[src/rtl/hazard_ctrl.sv]
// hazard_ctrl: pipeline hazard and stall controller for the 5-stage RV32I core.
// Detects load-use hazards between ID and EX, applies taken-branch flushes,
// freezes the pipe while data memory is busy (remembering any branch that
// resolves during the freeze), and keeps saturating performance counters.

module hazard_ctrl #(
  parameter int LU_BUBBLES = 1,   // bubbles per load-use hazard, 1..4
  parameter int CNT_W      = 32   // performance counter width
) (
  input  logic             clk,
  input  logic             rst,
  input  logic [4:0]       id_rs1,
  input  logic [4:0]       id_rs2,
  input  logic             id_uses_rs1,
  input  logic             id_uses_rs2,
  input  logic             ex_MemRead,
  input  logic [4:0]       ex_rd,
  input  logic             ex_branch_taken,
  input  logic             mem_busy,
  input  logic             cnt_clear,
  output logic             pc_en,
  output logic             if_id_en,
  output logic             if_id_flush,
  output logic             id_ex_flush,
  output logic             ex_mem_en,
  output logic [CNT_W-1:0] stall_cycles,
  output logic [CNT_W-1:0] flush_events,
  output logic [1:0]       busy_state
);

  localparam logic [1:0] S_RUN      = 2'd0;
  localparam logic [1:0] S_LU_STALL = 2'd1;
  localparam logic [1:0] S_MEM_WAIT = 2'd2;

  // Extra bubbles after the first one, loaded into bcnt on hazard entry.
  localparam logic [2:0] BCNT_INIT = 3'(LU_BUBBLES - 1);

  logic [1:0] state, state_nxt;
  logic       pend_flush, pend_nxt;
  logic [2:0] bcnt, bcnt_nxt;
  logic       lu;
  logic       flush_fire;
  logic       run_active;
  logic       taken_eff;

  // Load-use: the EX load writes a register the ID instruction reads.
  // x0 is never a real producer, so ex_rd == 0 cannot raise a hazard.
  assign lu = ex_MemRead && (ex_rd != 5'd0) &&
              ((id_uses_rs1 && (id_rs1 == ex_rd)) ||
               (id_uses_rs2 && (id_rs2 == ex_rd)));

  assign busy_state = state;

  // Next-state and control-output decode.
  always_comb begin
    // NOTE: every signal driven here gets a default first, so no path can
    // leave it unassigned and infer a latch.
    pc_en       = 1'b1;
    if_id_en    = 1'b1;
    ex_mem_en   = 1'b1;
    if_id_flush = 1'b0;
    id_ex_flush = 1'b0;
    flush_fire  = 1'b0;
    state_nxt   = state;
    pend_nxt    = pend_flush;
    bcnt_nxt    = bcnt;
    run_active  = 1'b0;
    taken_eff   = ex_branch_taken;

    case (state)
      S_RUN: begin
        if (mem_busy) begin
          // Freeze everything; a branch resolving now must survive the wait.
          pc_en     = 1'b0;
          if_id_en  = 1'b0;
          ex_mem_en = 1'b0;
          pend_nxt  = ex_branch_taken;
          state_nxt = S_MEM_WAIT;
        end else begin
          run_active = 1'b1;
        end
      end

      S_LU_STALL: begin
        pc_en    = 1'b0;
        if_id_en = 1'b0;
        if (mem_busy) begin
          // Back end is frozen too: hold the bubble count, inject nothing.
          ex_mem_en = 1'b0;
        end else begin
          id_ex_flush = 1'b1;
          bcnt_nxt    = bcnt - 3'd1;
          if (bcnt <= 3'd1) begin
            bcnt_nxt  = 3'd0;
            state_nxt = S_RUN;
          end
        end
      end

      S_MEM_WAIT: begin
        if (mem_busy) begin
          pc_en     = 1'b0;
          if_id_en  = 1'b0;
          ex_mem_en = 1'b0;
          pend_nxt  = pend_flush | ex_branch_taken;
        end else begin
          // Release cycle: replay the RUN rules with any branch that was
          // taken while frozen folded in.
          run_active = 1'b1;
          taken_eff  = ex_branch_taken | pend_flush;
          pend_nxt   = 1'b0;
          state_nxt  = S_RUN;
        end
      end

      default: begin
        state_nxt = S_RUN;
        pend_nxt  = 1'b0;
        bcnt_nxt  = 3'd0;
      end
    endcase

    // Shared RUN rules: a taken branch outranks a load-use hazard because
    // the dependent instruction is about to be squashed anyway.
    if (run_active) begin
      if (taken_eff) begin
        if_id_flush = 1'b1;
        id_ex_flush = 1'b1;
        flush_fire  = 1'b1;
      end else if (lu) begin
        pc_en       = 1'b0;
        if_id_en    = 1'b0;
        id_ex_flush = 1'b1;
        if (LU_BUBBLES > 1) begin
          bcnt_nxt  = BCNT_INIT;
          state_nxt = S_LU_STALL;
        end
      end
    end

    // Reset forces a free-running, flush-free pipe regardless of inputs.
    if (rst) begin
      pc_en       = 1'b1;
      if_id_en    = 1'b1;
      ex_mem_en   = 1'b1;
      if_id_flush = 1'b0;
      id_ex_flush = 1'b0;
      flush_fire  = 1'b0;
    end
  end

  // FSM state, pending-branch flag and bubble counter.
  always_ff @(posedge clk or posedge rst) begin
    if (rst) begin
      state      <= S_RUN;
      pend_flush <= 1'b0;
      bcnt       <= 3'd0;
    end else begin
      // NOTE: non-blocking assignments so every flop samples the values
      // from before this edge, independent of statement order.
      state      <= state_nxt;
      pend_flush <= pend_nxt;
      bcnt       <= bcnt_nxt;
    end
  end

  // Saturating stall-cycle counter; clear wins over increment.
  always_ff @(posedge clk or posedge rst) begin
    if (rst) begin
      stall_cycles <= '0;
    end else if (cnt_clear) begin
      stall_cycles <= '0;
    end else if (!pc_en && (stall_cycles != '1)) begin
      stall_cycles <= stall_cycles + 1'b1;
    end
  end

  // Saturating branch-flush counter; clear wins over increment.
  always_ff @(posedge clk or posedge rst) begin
    if (rst) begin
      flush_events <= '0;
    end else if (cnt_clear) begin
      flush_events <= '0;
    end else if (flush_fire && (flush_events != '1)) begin
      flush_events <= flush_events + 1'b1;
    end
  end

endmodule

[config.mk]
export PLATFORM = sky130hd
export DESIGN_NAME = hazard_ctrl
export DESIGN_NICKNAME = d
export VERILOG_FILES = /design/src/rtl/hazard_ctrl.sv
export SDC_FILE = /design/constraint.sdc
export NUM_CORES = 1
export LEC_CHECK = 0
export BUFFER_PORTS_ARGS = -buffer_cell sky130_fd_sc_hd__buf_2
export CORE_MARGIN = 2
export CORE_UTILIZATION = 30
export DETAILED_ROUTE_END_ITERATION = 8
export HOLD_SLACK_MARGIN = 0.1
export SYNTH_ARGS = -nofsm -noshare
export SYNTH_HDL_FRONTEND = slang
export SYNTH_SLANG_ARGS = --single-unit
[constraint.sdc]
create_clock -name clk -period 6.7 [get_ports clk]
set_input_delay 1.34 -clock clk [delete_from_list [all_inputs] [get_ports clk]]
set_output_delay 1.34 -clock clk [all_outputs]
set_load 0.01 [all_outputs]
; ---- After elaboration in Yosys (flattened, before gate mapping)
; Cells that the tools add are included.
[classes]
bitwise = 3
reduce_logical = 17
div = 0
n_mul = 0
n_eq_ne = 10
n_lt_le_gt_ge = 1
n_shift = 0
muxes = 34
addsub = 3
[op_table]
columns = cell, count
row1 = 32-bit two-way mux, 4
row2 = "32-bit by 1-bit adder with 32-bit output, second input constant", 2
row3 = "32-bit != test, second input constant", 2
row4 = 1-bit two-way mux, 20
row5 = 5-bit == test, 2
row6 = 2-bit two-way mux, 4
row7 = "2-bit != test, second input constant", 4
row8 = 1-bit logical AND, 6
row9 = 3-bit two-way mux, 2
row10 = 2-bit one-hot mux with 3 select lines, 1
row11 = 3-bit one-hot mux with 2 select lines, 1
row12 = 5-bit nonzero test, 1
row13 = 2-bit AND reduction, 2
row14 = 4-bit AND reduction, 1
row15 = 2-bit nonzero test, 2
row16 = "3-bit by 1-bit <= comparator with 1-bit output, second input constant", 1
row17 = 1-bit one-hot mux with 3 select lines, 1
row18 = 3-bit OR reduction, 1
row19 = "3-bit by 1-bit subtractor with 3-bit output, second input constant", 1
row20 = "2-bit by 1-bit == test with 1-bit output, second input constant", 1
row21 = "2-bit == test, second input constant", 1
row22 = 2-bit logical NOT, 1
row23 = 1-bit inverter, 2
row24 = 1-bit one-hot mux with 2 select lines, 1
row25 = other kinds (4), 4
[word_totals]
latch_bits = 0
regBits = 70
out_inout_bits = 71
n_memories = 0
in_bits = 23
wordCells = 73
mem_bits_rw = 0
romBits = 0

; ---- Depth between registers and ports, before layout
; Gate-level depths: netlist (run 1).
[depth]
depth_word = 12
ltp_mapped = 9
ltp_nobuf = 7

; ---- Worst setup path before layout (run 1)
; Ideal clock, no wire load.
[synth_path]
kind = input to output
startpoint = in rst
endpoint = out pc_en
path_buffers = 1
path_slack_ns = 1.927
stages = 4
arrival_time_ns = 3.433
required_time_ns = 5.360
path_cell_list = inv_1 > and2_1 > a31oi_2 > buf_4
[synth_via]
elab_chain_len = 1
[synth_rtl]
columns = item, line_no
row1 = start: declaration, 11  ; input logic rst,
row2 = 1-bit two-way mux, -
row3 = end: declaration, 21  ; output logic pc_en,
; No other way between the ends.

; ---- Worst setup path after layout (run 1)
[layout_path]
startpoint = in ex_rd[1]
endpoint = out if_id_en
[layout_via]
elab_chain_len = 8
word_cells_on_any_way = 12
cone_classes = eq/ne: 2 / mux: 4 / reduce/logical: 6
[layout_rtl]
columns = item, line_no
row1 = start: declaration, 17  ; input logic [4:0] ex_rd,
row2 = "5-bit == test, on equally long branches", "49, 50"
row3 = "1-bit logical AND, on equally long branches", "49, 50"
row4 = 1-bit logical OR, 49  ; ((id_uses_rs1 && (id_rs1 == ex_rd)) ||
row5 = 1-bit logical AND (*), 48  ; assign lu = ex_MemRead && (ex_rd != 5'd0) &&
row6 = 1-bit two-way mux (*), 130  ; end else if (lu) begin
row7 = 1-bit two-way mux (*), 126  ; if (taken_eff) begin
row8 = 1-bit two-way mux (*), 125  ; if (run_active) begin
row9 = 1-bit two-way mux (*), 142  ; if (rst) begin
row10 = end: declaration, 22  ; output logic if_id_en,
; Mark *: on every way between the ends. The rest lies on a longest branch, timed or not.

==> metrics, run 1 <==
most common cell after layout, fill and taps aside buf_2; Compound-Gate Fraction of Synth Area 0.1147; GRT busiest layer met2; Hold Crit Class reg -> reg; antenna violations before repair 0; RSZ-0062 raised after global routing no; GRT Residual Overflow 0; Rel. slew slack 0.4088; I/O Buffers 92; period utilization 0.6346; type of the worst setup path in -> out; Cell Rows 40; Final GP Congestion 0.8500; Seq/Total Area, Yosys 0.4401; outcome finished clean; mux share of post-synthesis cell area 0.008003; final worst clock skew a little under 8 ps; Hold-fix buffers, CTS 0; Worst EP arrival around 2900 ps; CP cell instances buf_2 > or4_1 > o21a_1 > a31oi_2 > buf_2; Critical Path Max Stage Delay between 500 and 600 ps; Critical Path End Type output port; number of global-route vias before repair ~3300; DIE HEIGHT approximately 120 um; Vias/cell between 5 and 6; CTS HTree Levels 3; antenna cells 0; io pins 94; Final #Nets around 530; Clk Latency, worst-skew pair approximately 330 ps; clock buffer depth 2; Final Max Tran Viols 0; TritonCTS buffer count 9; commonest cells after routing, fill and taps aside buf_2 (92), dfrtp_1 (66), nor2_1 (43); Core Footprint between 10000 and 15000 um^2; Clock Sinks between 60 and 70; CP dominant cell by count buf_2; Post-Syn Area approximately 3800 um^2; wire per inst roughly 14 um; Crit-path slowest cell or4_1; Leak Pwr 0.002096 uW; clock slew at reported path FFs around 50 ps; drt first pass iters 4; Die Width between 100 and 150 um; f_max between 0.2 and 0.25 GHz; Post-Synth Adder-Cell Area 0.01000; minimum clock period after layout 4252 ps; vias between 3000 and 4000; Max IR drop VDD about 94 uV; starting density of the core 0.3098; Critical Path RT between 5000 and 6000 ps; GRT met2 Usage 0.2327; crit path max fanout 10; die area approximately 13000 um^2; Max Cap Viol 0; drt total wl just under 10000 um; cells resized by post-CTS repair 0; post-route cell area between 4000 and 5000 um^2; setup TNS 0 ps; Global Route met3 Usage 0.03400; final setup fails 0; dpl hpwl just under 7000 um; Total GRT Usage 0.1521; GR Layer Usage met1 0.2069; Worst setup SP type input pin; clock root cell clkbuf_16; cells after synthesis 413; DRC viols 0; layout cell share with drive strength beyond 1 0.2312; pin count of the biggest net entering global routing 67; fillers roughly 1300; pwr dens around 210 nW/um^2; global-route wire length before repair ~16000 um; Hold Violations, Final 0; drt initial violations ~140; Final ANT Viol Nets 0; syn_nets roughly 440; Synth Area in XOR/XNOR 0.09803; CTS tree built; worst slew pin tran between 800 and 900 ps; Buf/Inv on CP 2; Post-DP Area around 4400 um^2; simple-gate share of the synthesized area 0.2958; flop and latch count out of synthesis 66; synth warn 0; area grow syn2layout 24.44%; Yosys cell types 40; Post-CTS Setup Bufs 0; critical path's top delay family compound AO/OA/AOI/OAI gates; synthesized area per cell roughly 9.1 um^2; largest family of logic cells by synthesized area simple AND/OR/NAND/NOR gates
-- layer usage --
metal | share of wire | vias to the layer above
met5 | 0 | -
met2 | 0.46 | 88
met4 | 0.025 | 0
met1 | 0.46 | 1693
met3 | 0.059 | 18
li1 | - | 1696
-- worst min-delay path: stages, from the launching register on --
cell and delay (ps):
dfrtp_1 370, xor2_1 70, nor2_1 70
-- cells in the mapped netlist (all sizes together) --
master | count | share of area
dfrtp | 66 | 0.44
nor2 | 43 | 0.043
a21oi | 33 | 0.045
nand3 | 31 | 0.043
or3 | 26 | 0.043
xor2 | 25 | 0.058
nand4 | 24 | 0.040
o21ai | 22 | 0.029
nand2 | 17 | 0.017
xnor2 | 17 | 0.040
and3 | 16 | 0.027
clkbuf | 11 | 0.011
o31ai | 10 | 0.020
or4 | 10 | 0.020
and4 | 9 | 0.021
inv | 9 | 0.0090
and2 | 7 | 0.012
nor3 | 7 | 0.0093
buf | 6 | 0.012
nor4 | 4 | 0.0083
ha | 3 | 0.010
mux2i | 3 | 0.0080
nand4b | 2 | 0.0047
o21a | 2 | 0.0040
a211oi | 1 | 0.0020
a21o | 1 | 0.0020
a31oi | 1 | 0.0033
conb | 1 | 0.0010
nand2b | 1 | 0.0017
nor4b | 1 | 0.0063
o2111ai | 1 | 0.0023
o21ba | 1 | 0.0027
o221ai | 1 | 0.0023
o22ai | 1 | 0.0017
-- power breakdown --
group / total [uW] / internal (uW) / switching, uW
clock: 508 / 325 / 183
sequential: 416 / 407 / 9.40
combinational: 75.2 / 28.3 / 46.9
-- area by class of cell --
cell class | instances | area (um^2) | area share
inverter | 9 | 33.78 | 0.007235
sequential | 66 | 1652 | 0.3537
tap | 168 | 210.2 | 0.04502
clock inverter | 7 | 93.84 | 0.02010
timing repair buffer | 94 | 475.5 | 0.1018
clock buffer | 9 | 225.2 | 0.04823
multi-input combinational | 321 | 1979 | 0.4239
-- state kept, by name, indices dropped and copies added, names as in the netlist --
register	count
flush_events	32
stall_cycles	32
busy_state	1
pend_flush	1
-- logic make-up after synthesis --
group / Yosys count
buffers and inverters: 26
AOI/OAI and AO/OA: 74
and+or+nand+nor: 198
adders and majority gates: 3
other: 1
muxes: 3
DFF: 66
xor gates and xnor gates: 42
-- path summary, 6_finish.rpt --
| kind | startpoint | end | slack [ps] | cells past startpoint |
|---|---|---|---|---|
| setup reg to reg | stall_cycles[0] | stall_cycles[11] | 3900 | 6 |
| hold / removal | flush_events[6] | flush_events[6] | 560 | 2 |
| max in group asynchronous | rst | busy_state[1] | 4790 | 3 |
| min in group asynchronous | rst | stall_cycles[2] | 1310 | 3 |
| setup / recovery | ex_rd[1] | if_id_en | 2450 | 5 |
| hold reg to reg | flush_events[6] | flush_events[6] | 560 | 2 |
-- stage by stage --
step	hold WS, ps	power, uW	std cells	setup WS, ps	utilization
after detailed placement	554.6	500.4	658	2413	0.3592
after floorplan	510.7	473.6	413	1927	-
after global routing	590.9	1040	674	2348	0.3855
after global placement	530.1	497.3	658	2457	0.3592
after CTS	566.0	1013	674	2406	0.3855
final	559.9	999.3	674	2448	0.3855
(Power assumes the default switching activity.)
==> inputs of run 2 (changes only) <==
- ABC_AREA: default -> 1
- clock period: 6.7 -> 4.3 ns (I/O delays scaled with it)
==> metrics, run 2 <==
outcome finished clean; CTS tree built; pwr dens ~270 nW/um^2; Critical Path RT 3440 ps; CTS HTree Levels 3; Cell Rows between 40 and 50; antenna violations before repair 0; global-route wire length before repair approximately 25000 um; top post-synthesis cells by area dfrtp_1 (33%), nand2_1 (18%), inv_1 (8.3%); layout cell share with drive strength beyond 1 0.1715; Die Width ~130 um; TritonCTS buffer count 9; syn_nets between 800 and 900; GR Layer Usage met1 0.2228; top cell type's share of synthesized area 0.3280; total power about 1600 uW; Worst setup SP type input pin; minimum clock period after layout between 2000 and 3000 ps; Rel. slew slack 0.5734; Post-Syn Area ~5000 um^2; GRT met2 Usage 0.2938; pin count of the biggest net entering global routing 36; Max Cap Viol 0; clock buffer depth 2; wire per inst around 14 um; f_max around 0.36 GHz; Worst EP arrival 1920 ps; Clk Latency, worst-skew pair between 300 and 400 ps; Final #Nets 890; clock slew at reported path FFs 60 ps; Yosys cell types 34; cells after synthesis a little under 800; antenna cells 0; commonest cells in the synthesized netlist nand2_1 (242), inv_1 (111), nor2_1 (99); most frequently used flop master after synthesis dfrtp_1; Crit-path slowest cell buf_4; Hold-fix buffers, CTS 0; flop and latch count out of synthesis 66; area grow syn2layout 18.54%; dpl hpwl roughly 11000 um; period utilization 0.6474; Max IR drop VDD about 200 uV; drt initial violations 356; Yosys top cell by area dfrtp_1; synthesized area per cell around 6.4 um^2; most common cell after layout, fill and taps aside nand2_1; Clock Sinks 66; setup TNS 0 ps; cells resized by post-CTS repair 0; die area 17840 um^2; Global Route met3 Usage 0.04110; Hold Crit Class reg -> reg; drt first pass iters 4; number of global-route vias before repair 4901; DRC viols 0; Async S/R FF share, synth 1.000; starting density of the core 0.3058; Core Footprint about 16000 um^2; worst slew pin tran between 600 and 700 ps; most common cell in the synthesized netlist nand2_1; Leak Pwr 0.003074 uW; drt total wl about 15000 um; final worst clock skew about 6.0 ps; Hold Violations, Final 0; Critical Path Max Stage Delay approximately 410 ps; final setup fails 0; clock root cell clkbuf_16; Critical Path End Type output port; Vias/cell between 4 and 5; RSZ-0062 raised after global routing no; io pins 94; commonest cells after routing, fill and taps aside nand2_1 (242), inv_1 (110), nor2_1 (99); Total GRT Usage 0.1733; GRT Residual Overflow 0; DIE HEIGHT 133.6 um; Post-synth EDFFs 0; Post-CTS Setup Bufs 0; Final GP Congestion around 0.9; I/O Buffers around 90; vias roughly 5200; Seq/Total Area, Yosys 0.3280; crit path max fanout 35; Final Max Tran Viols 0; Top Registers flush_events (32), stall_cycles (32); synth warn 0; GRT busiest layer met2; CP dominant cell by count buf_2; CP cell instances buf_2 > inv_2 > buf_4 > nand3_1 > inv_1 > buf_2; type of the worst setup path in -> out; Final ANT Viol Nets 0
run 2: where the power goes:
group	leakage [uW]	total (uW)	internal [uW]	switching (uW)
sequential	0.000917	647	634	12.6
clock	0.000156	800	521	279
combinational	0.00200	147	44.4	103
total	0.00307	1590	1200	394
run 2: final timing paths:
| kind | start | endpoint | slack, ps | depth (start not counted) |
|---|---|---|---|---|
| worst max-delay path | rst | if_id_flush | 1520 | 6 |
| worst min-delay path | pend_flush | pend_flush | 510 | 1 |
| worst max register to register | stall_cycles[0] | stall_cycles[10] | 1650 | 9 |
| worst min register to register | pend_flush | pend_flush | 510 | 1 |
| max in group asynchronous | rst | flush_events[31] | 3300 | 3 |
| min in group asynchronous | rst | stall_cycles[2] | 660 | 3 |
run 2: metrics by stage:
stage          worst slack (ps)    util  area (um^2)  hold slack, ps  instances
6_report                   1516  0.3625         5968           511.8       1089
5_1_grt                    1347  0.3625         5968           549.2       1089
4_1_cts                    1459  0.3625         5968           514.9       1089
3_5_place_dp               1456  0.3430         5648           498.2       1073
3_3_place_gp               1485  0.3430         5648           494.3       1073
2_1_floorplan             42.89       -         5035           473.7        781
run 2: area by class of cell:
cell class	count	area [um^2]
clock buffers	11	242.7
clock inverters	5	77.57
fillers	1798	10500
inverters	115	431.7
multi-input cells	575	2791
flip-flops and latches	66	1652
well taps	220	275.3
repair buffers	97	498.0
run 2: metal layers:
metal,part of all wire,up-vias
met5,0,-
li1,-,2665
met2,0.48,147
met4,0.015,0
met3,0.053,15
met1,0.46,2372
run 2: kinds of logic (layout without fill, tap and decap cells):
family,count (synthesis),after routing,synth area share
compound gates,40,40,0.05492
xor+xnor,21,21,0.03653
fa+ha+maj,3,3,0.007456
buf+inv,140,228,0.1175
flops,66,66,0.3280
other cells,1,1,0.0007448
simple gates,510,510,0.4548
run 2: critical path, delay by kind of cell:
family	cells	cell delay, ps
buffers and inverters	5	910
AND/OR/NAND/NOR	1	160
